<file path="src/rtl/dmac_ctrl_arb.sv">
// -----------------------------------------------------------------------------
// dmac_ctrl_arb
//
// Arbitrates the control ports of a cluster DMA (cores, cluster ctrl, FC) onto
// one downstream command channel. It routes each response back to the port
// whose index travels in the command ID. It also registers per-port transfer
// termination events and keeps a sticky interrupt level for each port.
//
// Optional feature: define DMAC_CTRL_ARB_FC_PRIO_EN to give port NB_PORTS-1
// (the FC) absolute priority over the round-robin.
//
// Ports
//   clk_i, rst_i                   clock, asynchronous active-high reset
//   port_req_i / port_gnt_o        per-port request / zero-latency grant
//   port_add_i, port_wen_i,
//   port_be_i, port_wdata_i        per-port command fields
//   port_r_valid_o, port_r_rdata_o,
//   port_r_opc_o                   per-port registered response
//   cmd_*_o, cmd_gnt_i             downstream command and its handshake
//   rsp_*_i                        downstream response (ID = port index)
//   term_evt_i / term_evt_o        termination pulse in / registered copy out
//   irq_clr_i / term_irq_o         per-port irq clear / sticky irq level
//   busy_o                         commands outstanding or any port requesting
//   rsp_err_o                      sticky flag for unroutable or unexpected rsp
// -----------------------------------------------------------------------------
module dmac_ctrl_arb #(
  parameter  int NB_PORTS      = 10,
  parameter  int DATA_WIDTH    = 32,
  parameter  int ADDR_WIDTH    = 32,
  parameter  int OUTSTND_DEPTH = 4,
  localparam int ID_WIDTH      = ($clog2(NB_PORTS) > 1) ? $clog2(NB_PORTS) : 1,
  localparam int BE_WIDTH      = DATA_WIDTH / 8
) (
  input  logic                                 clk_i,
  input  logic                                 rst_i,
  input  logic [NB_PORTS-1:0]                  port_req_i,
  input  logic [NB_PORTS-1:0][ADDR_WIDTH-1:0]  port_add_i,
  input  logic [NB_PORTS-1:0]                  port_wen_i,
  input  logic [NB_PORTS-1:0][BE_WIDTH-1:0]    port_be_i,
  input  logic [NB_PORTS-1:0][DATA_WIDTH-1:0]  port_wdata_i,
  output logic [NB_PORTS-1:0]                  port_gnt_o,
  output logic [NB_PORTS-1:0]                  port_r_valid_o,
  output logic [NB_PORTS-1:0][DATA_WIDTH-1:0]  port_r_rdata_o,
  output logic [NB_PORTS-1:0]                  port_r_opc_o,
  output logic                                 cmd_req_o,
  output logic [ADDR_WIDTH-1:0]                cmd_add_o,
  output logic                                 cmd_wen_o,
  output logic [BE_WIDTH-1:0]                  cmd_be_o,
  output logic [DATA_WIDTH-1:0]                cmd_wdata_o,
  output logic [ID_WIDTH-1:0]                  cmd_id_o,
  input  logic                                 cmd_gnt_i,
  input  logic                                 rsp_valid_i,
  input  logic [DATA_WIDTH-1:0]                rsp_data_i,
  input  logic                                 rsp_opc_i,
  input  logic [ID_WIDTH-1:0]                  rsp_id_i,
  input  logic [NB_PORTS-1:0]                  term_evt_i,
  input  logic [NB_PORTS-1:0]                  irq_clr_i,
  output logic [NB_PORTS-1:0]                  term_evt_o,
  output logic [NB_PORTS-1:0]                  term_irq_o,
  output logic                                 busy_o,
  output logic                                 rsp_err_o
);

  localparam int                     CNT_WIDTH = $clog2(OUTSTND_DEPTH + 1);
  localparam logic [CNT_WIDTH-1:0]   CNT_MAX   = CNT_WIDTH'(OUTSTND_DEPTH);
  localparam logic [ID_WIDTH-1:0]    LAST_PORT = ID_WIDTH'(NB_PORTS - 1);

  logic [ID_WIDTH-1:0]                 rr_ptr_q,   rr_ptr_d;
  logic [CNT_WIDTH-1:0]                out_cnt_q,  out_cnt_d;
  logic [NB_PORTS-1:0]                 r_valid_q,  r_valid_d;
  logic [NB_PORTS-1:0][DATA_WIDTH-1:0] r_rdata_q,  r_rdata_d;
  logic [NB_PORTS-1:0]                 r_opc_q,    r_opc_d;
  logic [NB_PORTS-1:0]                 term_evt_q, term_evt_d;
  logic [NB_PORTS-1:0]                 term_irq_q, term_irq_d;
  logic                                rsp_err_q,  rsp_err_d;

  logic                any_req;
  logic                win_found;
  logic                fc_win;
  logic [ID_WIDTH-1:0] win_idx;
  logic                accept;
  logic                rsp_dec;
  logic                rsp_id_ok;
  int                  idx;

  // Round-robin search starting at rr_ptr, wrapping past the last port.
  always_comb begin
    // NOTE: every always_comb output gets a default before any branch so no
    // path leaves it unassigned, which would otherwise infer a latch.
    any_req   = |port_req_i;
    win_found = 1'b0;
    win_idx   = '0;
    fc_win    = 1'b0;
    idx       = 0;
    for (int i = 0; i < NB_PORTS; i++) begin
      idx = int'(rr_ptr_q) + i;
      if (idx >= NB_PORTS) idx = idx - NB_PORTS;
      if (!win_found && port_req_i[idx]) begin
        win_found = 1'b1;
        win_idx   = ID_WIDTH'(idx);
      end
    end
`ifdef DMAC_CTRL_ARB_FC_PRIO_EN
    // FC overrides the round-robin winner and is flagged so rr_ptr stays put.
    if (port_req_i[NB_PORTS-1]) begin
      win_idx = LAST_PORT;
      fc_win  = 1'b1;
    end
`endif
  end

  // Downstream command, grants and status.
  always_comb begin
    cmd_req_o   = any_req && (out_cnt_q < CNT_MAX);
    cmd_add_o   = '0;
    cmd_wen_o   = 1'b0;
    cmd_be_o    = '0;
    cmd_wdata_o = '0;
    cmd_id_o    = win_idx;
    if (any_req) begin
      cmd_add_o   = port_add_i[win_idx];
      cmd_wen_o   = port_wen_i[win_idx];
      cmd_be_o    = port_be_i[win_idx];
      cmd_wdata_o = port_wdata_i[win_idx];
    end
    accept     = cmd_req_o && cmd_gnt_i;
    port_gnt_o = '0;
    if (accept) port_gnt_o[win_idx] = 1'b1;
    busy_o = (out_cnt_q != '0) || any_req;
  end

  // Next-state logic for the arbiter pointer, counter and response path.
  always_comb begin
    rr_ptr_d   = rr_ptr_q;
    out_cnt_d  = out_cnt_q;
    r_valid_d  = '0;
    r_rdata_d  = r_rdata_q;
    r_opc_d    = r_opc_q;
    term_evt_d = term_evt_i;
    // Set dominates clear when both arrive in the same cycle.
    term_irq_d = (term_irq_q & ~irq_clr_i) | term_evt_i;

    // A response with nothing outstanding is unexpected and is dropped.
    rsp_dec   = rsp_valid_i && (out_cnt_q != '0);
    rsp_id_ok = int'(rsp_id_i) < NB_PORTS;
    rsp_err_d = rsp_err_q | (rsp_valid_i && (!rsp_dec || !rsp_id_ok));

    if (accept && !fc_win)
      rr_ptr_d = (win_idx == LAST_PORT) ? '0 : win_idx + 1'b1;

    case ({accept, rsp_dec})
      2'b10:   out_cnt_d = out_cnt_q + 1'b1;
      2'b01:   out_cnt_d = out_cnt_q - 1'b1;
      default: out_cnt_d = out_cnt_q;
    endcase

    if (rsp_dec && rsp_id_ok) begin
      r_valid_d[rsp_id_i] = 1'b1;
      r_rdata_d[rsp_id_i] = rsp_data_i;
      r_opc_d[rsp_id_i]   = rsp_opc_i;
    end
  end

  // NOTE: state registers use non-blocking assignments so every flop samples
  // the pre-edge values, independent of statement order.
  always_ff @(posedge clk_i or posedge rst_i) begin
    if (rst_i) begin
      rr_ptr_q   <= '0;
      out_cnt_q  <= '0;
      r_valid_q  <= '0;
      // NOTE: the per-port read data array is reset too, so the ports see
      // zeros rather than stale data after reset; this costs reset fan-out.
      r_rdata_q  <= '0;
      r_opc_q    <= '0;
      term_evt_q <= '0;
      term_irq_q <= '0;
      rsp_err_q  <= 1'b0;
    end else begin
      rr_ptr_q   <= rr_ptr_d;
      out_cnt_q  <= out_cnt_d;
      r_valid_q  <= r_valid_d;
      r_rdata_q  <= r_rdata_d;
      r_opc_q    <= r_opc_d;
      term_evt_q <= term_evt_d;
      term_irq_q <= term_irq_d;
      rsp_err_q  <= rsp_err_d;
    end
  end

  assign port_r_valid_o = r_valid_q;
  assign port_r_rdata_o = r_rdata_q;
  assign port_r_opc_o   = r_opc_q;
  assign term_evt_o     = term_evt_q;
  assign term_irq_o     = term_irq_q;
  assign rsp_err_o      = rsp_err_q;

endmodule

</file>
<file path="config.mk">
export PLATFORM = sky130hd
export DESIGN_NAME = dmac_ctrl_arb
export DESIGN_NICKNAME = d
export VERILOG_FILES = /design/src/rtl/dmac_ctrl_arb.sv
export SDC_FILE = /design/constraint.sdc
export NUM_CORES = 1
export LEC_CHECK = 0
export ABC_CLOCK_PERIOD_IN_PS = 13900
export BUFFER_PORTS_ARGS = -buffer_cell sky130_fd_sc_hd__buf_4
export CAP_MARGIN = 20
export CELL_PAD_IN_SITES_DETAIL_PLACEMENT = 2
export CELL_PAD_IN_SITES_GLOBAL_PLACEMENT = 2
export CORE_AREA = 4 4 474 476
export CTS_CLUSTER_SIZE = 8
export DETAILED_ROUTE_END_ITERATION = 6
export DIE_AREA = 0 0 478 480
export GPL_ROUTABILITY_DRIVEN = 0
export GPL_TIMING_DRIVEN = 0
export PLACE_DENSITY = 0.49
export SLEW_MARGIN = 20
export SYNTH_ARGS = -nofsm -noshare
export SYNTH_HDL_FRONTEND = slang
export SYNTH_SLANG_ARGS = --single-unit
</file>
<file path="constraint.sdc">
create_clock -name clk_i -period 13.9 [get_ports clk_i]
set_input_delay 1.39 -clock clk_i [delete_from_list [all_inputs] [get_ports clk_i]]
set_output_delay 1.39 -clock clk_i [all_outputs]
set_load 0.05 [all_outputs]
</file>
==> metrics.md <==
| Metric | Value |
|---|---|
| Outcome | `finished, final reports clean` |
| Post-synth net total | `3194` |
| Remaining global-route overflow | `0` |
| CTS Hold Bufs | `0` |
| Hold Path Depth | `1` |
| Max Freq | `79.7 MHz` |
| Clock sink total | `368` |
| Main combinational cell family by area after synthesis | `multiplexers` |
| Most frequent cells after synthesis | `399 x nand2_1, 368 x dfrtp_1, 292 x mux2_2` |
| Crit path kind | `flip-flop to output pin` |
| Vias in the first global route | `29562` |
| Top cells by area, synth | `dfrtp_1 39%, mux2_2 14%, nand2_1 6.4%` |
| Clk_skew | `61.8 ps` |
| PnR worst setup slack | `1350 ps` |
| Capture point of the worst reg-to-reg path | `rr_ptr_q[1]` |
| Final HPWL DP | `175000 um` |
| Final min period | `12550 ps` |
| Non-filler cells, final | `6666` |
| Reg clk slew, reported paths | `50 ps` |
| Synth area leader | `dfrtp_1` |
| All-layer global routing usage | `17.3%` |
| Crit. End Element | `output pin` |
| Sequential area share after synthesis | `39.2%` |
| Clock Latency Late Sink | `640 ps` |
| Worst hold start | `rsp_err_o` |
| P&R area growth vs syn | `61.9%` |
| Die area | `0.229 sq mm` |
| Hold Violations, Final | `0` |
| Hold Path End | `rsp_err_o` |
| Vias per inst | `3.93` |
| Post-synth cell types | `88` |
| Period Utilization, post-route | `90.3%` |
| Top-count cell post-synth | `nand2_1` |
| Worst Reg-to-Reg Cells | `25` |
| Num CTS Buffers | `52` |
| Maximum buffer depth of the clock tree | `3` |
| First-pass GRT wire length | `274000 um` |
| Pin count of the biggest net entering global routing | `94` |
| DIE WIDTH | `478 um` |
| Inst Count DP | `6578` |
| Nets | `4443` |
| Synth Flop Type | `dfrtp_1` |
| Worst reg-to-reg setup slack | `3900 ps` |
| Post-Synth Adder-Cell Area | `1.36%` |
| Chip height | `480 um` |
| Share of the synthesized area in the top cell type | `39.2%` |
| Antenna violations before repair | `55` |
| Post-synthesis xor/xnor area fraction | `0.757%` |
| Wire per inst | `31.2 um` |
| Setup WS pre-CTS | `1520 ps` |
| Setup TNS | `0 ps` |
| TritonRoute pass-1 iters | `5` |
| # H-tree levels | `2` |
| Max cap viols | `0` |
| Core area | `0.221 sq mm` |
| Fraction of registers with async set/reset | `100%` |
| Yosys reg bits | `368` |
| Crit path max fanout | `10` |
| Syn Area/Cell | `9.75 sq um` |
| Final WL | `208000 um` |
| Final setup vio count | `0` |
| Detail Route Antenna Nets | `0` |
| Worst r2r src | `rr_ptr_q[0]` |
| Clk root buf | `clkbuf_16` |
| Post-synth EDFFs | `0` |
| I/O pin cnt | `1207` |
| Fraction of layout cells with a size suffix above 1 | `48.9%` |
| Port bufs | `1172` |
| Cell count after synthesis | `2408` |
| Via count | `26184` |
| Post-CTS setup buffers | `0` |
| Slew headroom | `27.3%` |
| YS warnings | `0` |
| Initial Util | `10.6%` |
| CP arrival | `11160 ps` |
| Pins Over Slew Limit | `0` |
| CTS resizes | `0` |
| Post-DP Area | `0.0365 sq mm` |
| Slew @ Worst Pin | `1090 ps` |
| Final instance area | `0.0380 sq mm` |
| Mux cell area share after synthesis | `21.3%` |
| Hold Path Class | `flip-flop to flip-flop` |
| Starting DRT DRC Count | `1003` |
| Post-synthesis compound-gate area fraction | `18.1%` |
| Data required, critical path | `12510 ps` |
| Synth Cell Area | `0.0235 sq mm` |
| CTS tree | `done` |
| Post-synthesis simple-gate area fraction | `13.6%` |
| FP Rows | `173` |
| Crit path launch type | `flip-flop` |
| Drc violations | `0` |
| RSZ-0062 raised after global routing | `no` |
worst max-delay path by stage:
stage,start,end,slack [ps],depth (start not counted)
3_5_place_dp,rr_ptr_q[0],cmd_be_o[0],1520,26
5_1_grt,rr_ptr_q[0],cmd_be_o[0],700,26
4_1_cts,rr_ptr_q[0],cmd_be_o[0],800,26
6_report,rr_ptr_q[0],cmd_wdata_o[3],1350,26
3_3_place_gp,rst_i,port_r_valid_o[6],-3660,2
2_1_floorplan,rst_i,out_cnt_q[0],2290,1
through the flow:
| stage | utilization [%] | hold slack (ps) |
|---|---|---|
| finish | 17.2 | 459 |
| global route | 17.2 | 493 |
| CTS | 17.2 | 468 |
| detailed placement | 16.5 | 455 |
| global placement | 16.3 | 444 |
| floorplan | - | 456 |
state kept, by name (all words and copies together), names as in the netlist:
| name | cells |
|---|---|
| port_r_valid_o | 10 |
| term_evt_o | 10 |
| port_r_rdata_o | 320 |
| port_r_opc_o | 10 |
| term_irq_o | 10 |
| rr_ptr_q | 4 |
| rsp_err_o | 1 |
| out_cnt_q | 3 |
metal layers:
metal / GRT usage, % / routed length (um) / up-vias / share of wire, %
met1: 17.6 / 73300 / 13499 / 35
met2: 33.1 / 111000 / 1035 / 53
met5: 0 / 67 / - / 0.032
met4: 6.66 / 8720 / 10 / 4.2
met3: 5.03 / 14700 / 206 / 7.1
li1: - / - / 11434 / -
worst max-delay path, cell delays in order, from the launching register on:
cell	delay, ps
dfrtp_1	580
buf_4	290
buf_6	180
buf_2	390
clkbuf_2	480
clkbuf_2	540
inv_1	140
ha_1	520
clkbuf_1	500
inv_1	280
ha_1	360
clkbuf_1	400
nor4b_1	300
a21oi_1	100
and3_1	290
mux2i_1	170
o211ai_1	590
a211o_1	220
a21o_1	120
and2_1	120
clkbuf_1	520
clkinv_1	770
nor2_1	770
clkbuf_1	850
nand3_1	440
a32o_1	400
buf_4	190
cell type report:
| class | count | area [sq um] |
|---|---|---|
| antenna | 30 | 75.1 |
| multi-input combinational | 1732 | 13000 |
| buffer | 239 | 1100 |
| clock inverter | 4 | 100 |
| fill | 25462 | 183000 |
| timing repair buffer | 1195 | 9190 |
| sequential | 368 | 9210 |
| clock buffer | 54 | 1330 |
| inverter | 69 | 269 |
| tap | 2975 | 3720 |
placed cells by master, fill, tap and decap left out, drive strengths merged, types with 7 or more instances in the layout:
cell type  count
a21oi         80
o221ai        25
nor2          86
a31oi         74
nand2        399
a22oi         18
ha            24
mux2         293
a2bb2oi       27
a2111oi        9
a211oi         9
buf         1273
or2           16
or3           16
nand3b         8
a21o          17
dfrtp        368
o21ai         93
o22ai         32
mux2i         40
nor3          29
nand3         18
clkbuf       215
a311oi        29
xnor2         13
nand4         38
inv           68
o211ai        71
mux4          58
o21a          10
diode         30
nor4          38
nand2b        12
a31o          43
a221o         10
a32oi          7
kinds of logic after synthesis:
logic type | count (synthesis)
buf+inv | 308
compound gates | 601
mux | 391
simple gates | 698
xor+xnor | 17
fa+ha+maj | 25
flops | 368
Power is left out: the tool's default activity adds up to more than one toggle a clock period on the data nets, which glitch-free logic cannot reach.
